### config.mk
export PLATFORM = sky130hd
export DESIGN_NAME = fifo_csr
export DESIGN_NICKNAME = d
export VERILOG_FILES = /design/src/rtl/fifo_csr.sv
export SDC_FILE = /design/constraint.sdc
export NUM_CORES = 1
export LEC_CHECK = 0
export ABC_AREA = 1
export BUFFER_PORTS_ARGS = -buffer_cell sky130_fd_sc_hd__buf_2
export CAP_MARGIN = 20
export CORE_MARGIN = 1
export CORE_UTILIZATION = 50
export DETAILED_ROUTE_END_ITERATION = 6
export GPL_TIMING_DRIVEN = 1
export MAX_ROUTING_LAYER = met4
export PLACE_DENSITY = 0.89
export REMOVE_ABC_BUFFERS = 1
export SLEW_MARGIN = 5
export SYNTH_ARGS = -nofsm -noshare
export SYNTH_HDL_FRONTEND = slang
export SYNTH_SLANG_ARGS = --single-unit
### constraint.sdc
create_clock -name i_clk -period 1.3 [get_ports i_clk]
set_clock_uncertainty 0.05 [all_clocks]
set_input_delay 0.26 -clock i_clk [delete_from_list [all_inputs] [get_ports i_clk]]
set_output_delay 0.26 -clock i_clk [all_outputs]
set_load 0.03 [all_outputs]
### src/rtl/fifo_csr.sv
// fifo_csr: per-channel FIFO control/status register block with sticky events and interrupt
module fifo_csr #(
    parameter int NCH    = 2,
    parameter int DATA_W = 16,
    parameter int MRGN_W = 4,
    parameter int ADDR_W = $clog2(4 * NCH + 1)
) (
    input  logic                  i_clk,
    input  logic                  i_rst_n,
    input  logic                  i_req,
    input  logic                  i_we,
    input  logic [ADDR_W-1:0]     i_addr,
    input  logic [DATA_W-1:0]     i_wdata,
    output logic                  o_ack,
    output logic [DATA_W-1:0]     o_rdata,
    output logic                  o_err,
    input  logic [NCH-1:0]        i_full,
    input  logic [NCH-1:0]        i_near_full,
    input  logic [NCH-1:0]        i_overflow,
    input  logic [NCH-1:0]        i_empty,
    input  logic [NCH-1:0]        i_near_empty,
    input  logic [NCH-1:0]        i_underflow,
    output logic [NCH-1:0]        o_wptr_clr,
    output logic [NCH-1:0]        o_rptr_clr,
    output logic [NCH*MRGN_W-1:0] o_near_full_mrgn,
    output logic [NCH*MRGN_W-1:0] o_near_empty_mrgn,
    output logic                  o_irq
);
    // margin reset value is 4, saturated when the field cannot hold 4
    localparam int MRST = (MRGN_W >= 3) ? 4 : (1 << MRGN_W) - 1;
    localparam logic [ADDR_W-1:0] IRQ_ADDR = ADDR_W'(4 * NCH);
    logic [NCH-1:0][MRGN_W-1:0] nf_mrgn, ne_mrgn;
    logic [NCH-1:0][3:0] evt, irq_en, evt_set, evt_clr;
    logic [NCH-1:0] prev_full, prev_empty, wr_ctrl, wr_mrgn, wr_evt;
    logic [DATA_W-1:0] rd_val;
    logic hit, wr_irq;
    logic unused_wdata;
    assign unused_wdata = ^i_wdata;
    assign o_near_full_mrgn  = nf_mrgn;
    assign o_near_empty_mrgn = ne_mrgn;
    assign wr_irq = i_req & i_we & (i_addr == IRQ_ADDR);
    // address decode, read mux and per-channel event set/clear terms
    always_comb begin
        rd_val  = '0;
        hit     = (i_addr == IRQ_ADDR);
        wr_ctrl = '0;
        wr_mrgn = '0;
        wr_evt  = '0;
        evt_set = '0;
        evt_clr = '0;
        if (hit) rd_val = DATA_W'(irq_en);
        for (int c = 0; c < NCH; c++) begin
            if (i_addr[ADDR_W-1:2] == (ADDR_W-2)'(c)) begin
                hit        = 1'b1;
                rd_val     = (i_addr[1:0] == 2'd1) ? ((DATA_W'(ne_mrgn[c]) << 8) | DATA_W'(nf_mrgn[c])) :
                             (i_addr[1:0] == 2'd2) ? DATA_W'({i_near_empty[c], i_empty[c], i_near_full[c], i_full[c]}) :
                             (i_addr[1:0] == 2'd3) ? DATA_W'(evt[c]) : '0;
                wr_ctrl[c] = i_req & i_we & (i_addr[1:0] == 2'd0);
                wr_mrgn[c] = i_req & i_we & (i_addr[1:0] == 2'd1);
                wr_evt[c]  = i_req & i_we & (i_addr[1:0] == 2'd3);
            end
            evt_set[c] = {i_empty[c] & ~prev_empty[c], i_full[c] & ~prev_full[c], i_underflow[c], i_overflow[c]};
            evt_clr[c] = wr_evt[c] ? i_wdata[3:0] : 4'd0;
        end
    end
    // bus response, clear pulses, register updates and interrupt
    always_ff @(posedge i_clk or negedge i_rst_n) begin
        if (!i_rst_n) begin
            o_ack      <= 1'b0;
            o_err      <= 1'b0;
            o_rdata    <= '0;
            o_irq      <= 1'b0;
            o_wptr_clr <= '0;
            o_rptr_clr <= '0;
            evt        <= '0;
            irq_en     <= '0;
            prev_full  <= '0;
            prev_empty <= '1;
            for (int c = 0; c < NCH; c++) begin
                nf_mrgn[c] <= MRGN_W'(MRST);
                ne_mrgn[c] <= MRGN_W'(MRST);
            end
        end else begin
            o_ack      <= i_req;
            o_err      <= i_req & ~hit;
            o_rdata    <= (i_req & ~i_we) ? rd_val : '0;
            o_irq      <= |(evt & irq_en);
            o_wptr_clr <= wr_ctrl & {NCH{i_wdata[0]}};
            o_rptr_clr <= wr_ctrl & {NCH{i_wdata[1]}};
            evt        <= (evt & ~evt_clr) | evt_set;
            prev_full  <= i_full;
            prev_empty <= i_empty;
            if (wr_irq) irq_en <= (4 * NCH)'(i_wdata);
            for (int c = 0; c < NCH; c++) begin
                if (wr_mrgn[c]) begin
                    nf_mrgn[c] <= i_wdata[MRGN_W-1:0];
                    ne_mrgn[c] <= i_wdata[8+:MRGN_W];
                end
            end
        end
    end
endmodule

==> results.md <==
* Synthesis-stage register bit count at 55
* Maximum buffer depth of the clock tree at 2
* Max-cap violations at 0
* Worst path depth at 1
* Final min period at 1.30 ns
* Final period util at about 100%
* Pre-Repair DR Iteration Count at 4
* Startpoint type of the worst setup path: flip-flop
* Setup crit end kind: output pin
* Layout Nets at 424
* Crit Path Max Fanout at 2
* Synth top area share at 49.0%
* Vias in the first global route at 2147
* Post-Layout Cell Count at 456
* Tot Pwr at 0.00409 W
* Mapped Cells at 292
* Boundary Pins at 75
* # diodes at 0
* Bufs and invs on worst path at 1
* Status: complete, no violations
* Syn avg cell area at 8.58 um2
* Placed cells at 442
* GP Congestion at 0.984
* Hold path depth at 1
* Top post-synthesis cells by area: dfrtp_1 49%, nand2_1 12%, dfstp_2 6.3%
* GRT overflow at 0
* # DRC at 0
* Min Hold Slack at 0.0163 ns
* Layout cells sized above 1 at 33.7%
* Clock latency on the worst-skew pair at 0.31 ns
* Number of flops mapped to enable cells by yosys at 0
* Drt initial violations at 175
* Endpoint arrival time on the critical path at 0.99 ns
* Most frequent cell after synthesis: nand2_1
* Area leader, netlist: dfrtp_1
* CTS sink count at 55
* Initial antenna violation count at 0
* H-tree depth at 2
* VDD IR-drop max at 0.768 mV
* Post-DR vias/cell at approximately 5
* Delay-heaviest family, CP: flip-flops
* Fmax at about 0.77 GHz
* Synth async-reset ratio at 100%
* Post-DP HPWL at between 4000 and 5000 um
* Max Slew Vio Count at 0
* Final core utilization at roughly two thirds
* Post-synth top cells: 82 x nand2_1, 49 x dfrtp_1, 36 x inv_1
* Final setup margin at 0.00203 ns
* Static Leakage at 1.79 nW
* # setup viols final at 0
* GRT Total Usage at around a quarter
* Initial core utilization at 52.3%
* Hold Crit Class: in -> reg
* R2R depth at 6
* Count of different cell masters after synthesis at 23
* Root buf cell: clkbuf_8
* Die span in y at about 73 um
* Power Density at approximately 1300 nW/um2
* Routed Antenna Nets at 0
* Final hold violation count at 0
* Syn Std Cell Area at 2500 um2
* Die Area at 5300 um2
* Post-DR wirelength/cell at approximately 13 um
* Fill cells at 388
* Slowest CP cell: dfstp_2
* Largest net degree at the start of global routing at 56
* Slowest stage delay, CP at approximately 0.55 ns
* Die width at 72.8 um
* Site row count at 25
* Vias at 2235
* Seq/Total Area, Yosys at 55.2%
* CP Class: reg -> out
* Yosys warnings at 0
* Detailed Route WL at ~6000 um
* RSZ-0062 raised after global routing: yes
* Worst EP required at 0.99 ns
* Dpl ws at -0.0807 ns
* CTS tree: built
* First-pass GRT wire length at roughly 9800 um
* Crit-path cells: buf_6
* Clock buffer count from CTS at 5
* Clock-pin slew on the worst setup and hold paths at 0.09 ns
* Port Buffer Count at 66
* Area grow syn2layout at 29.3%
* Core Area at ~4800 um2
* Post-synth top flop: dfrtp_1
cells in the final DEF (no fill, tap or decap), types with 4 or more instances in the layout:
master    count
nor2_1       24
buf_2        62
nand2_2       4
clkbuf_8      5
dfrtp_1      49
inv_1        36
buf_6         4
nand2_1      82
buf_4        26
o21ai_2      12
dfstp_2       6
a21oi_1       5
conb_1        4
o21ai_0      15
nand3_1      24
o21ai_1       8
power by group:
group	leakage, nW	internal (W)	switching, W	total, W
combinational	1.07	0.000370	0.000602	0.000972
sequential	0.669	0.00189	0.000117	0.00201
clock	0.0524	0.000577	0.000532	0.00111
final cells by class:
type,count,area (um2),share of cell area (%)
flip-flops and latches,55,1380,42.7
multi-input cells,190,901,27.8
repair buffers,96,611,18.9
inverters,40,153,4.71
well taps,67,83.8,2.59
clock buffers,7,76.3,2.36
clock inverters,1,30.0,0.927
flip-flops by register name (all words and copies together), names as in the netlist:
name and flops:
o_err 1, o_wptr_clr 2, o_rdata 12, evt 8, o_rptr_clr 2, prev_full 2
irq_en 8, o_irq 1, prev_empty 2, o_near_full_mrgn 8, o_near_empty_mrgn 8, o_ack 1
path summary, 6_finish.rpt:
kind                                      start              endpoint  slack (ns)
max                        o_near_empty_mrgn[2]  o_near_empty_mrgn[2]       0.002
min                                  i_empty[1]         prev_empty[1]        0.02
max reg2reg                 o_near_full_mrgn[2]            o_rdata[2]        0.13
min reg2reg                        prev_full[0]                evt[2]        0.36
max in group asynchronous               i_rst_n  o_near_empty_mrgn[2]        0.49
min in group asynchronous               i_rst_n             irq_en[3]        0.42
metrics by stage:
stage          TNS (ns)  cell area (um2)
2_1_floorplan         0             2440
3_3_place_gp     -0.381             3060
3_5_place_dp     -0.427             3060
4_1_cts               0             3240
5_1_grt         -0.0538             3240
6_report              0             3240
kinds of logic after synthesis:
| family | synth area share, % |
|---|---|
| compound gates | 10.8 |
| buf+inv | 9.24 |
| flops | 55.2 |
| other cells | 0.150 |
| simple gates | 24.5 |
what timing repair did:
item | 4_1_cts | 5_1_grt
endpoints found under the hold margin | 50 | 0
endpoints found under the setup margin | 4 | 4
hold buffers | 2 | 0
gates resized for setup | 8 | 0
gates cloned | 0 | 0
setup buffers | 4 | 0
per-layer routing:
layer  part of all wire [%]  track usage [%]  wire [um]
met5                      0                -          0
met2                     49             39.7       2920
met1                     43             33.5       2560
met3                    6.6             4.83        396
met4                    2.0             9.59        119
Power figures use the tool's default switching activity.
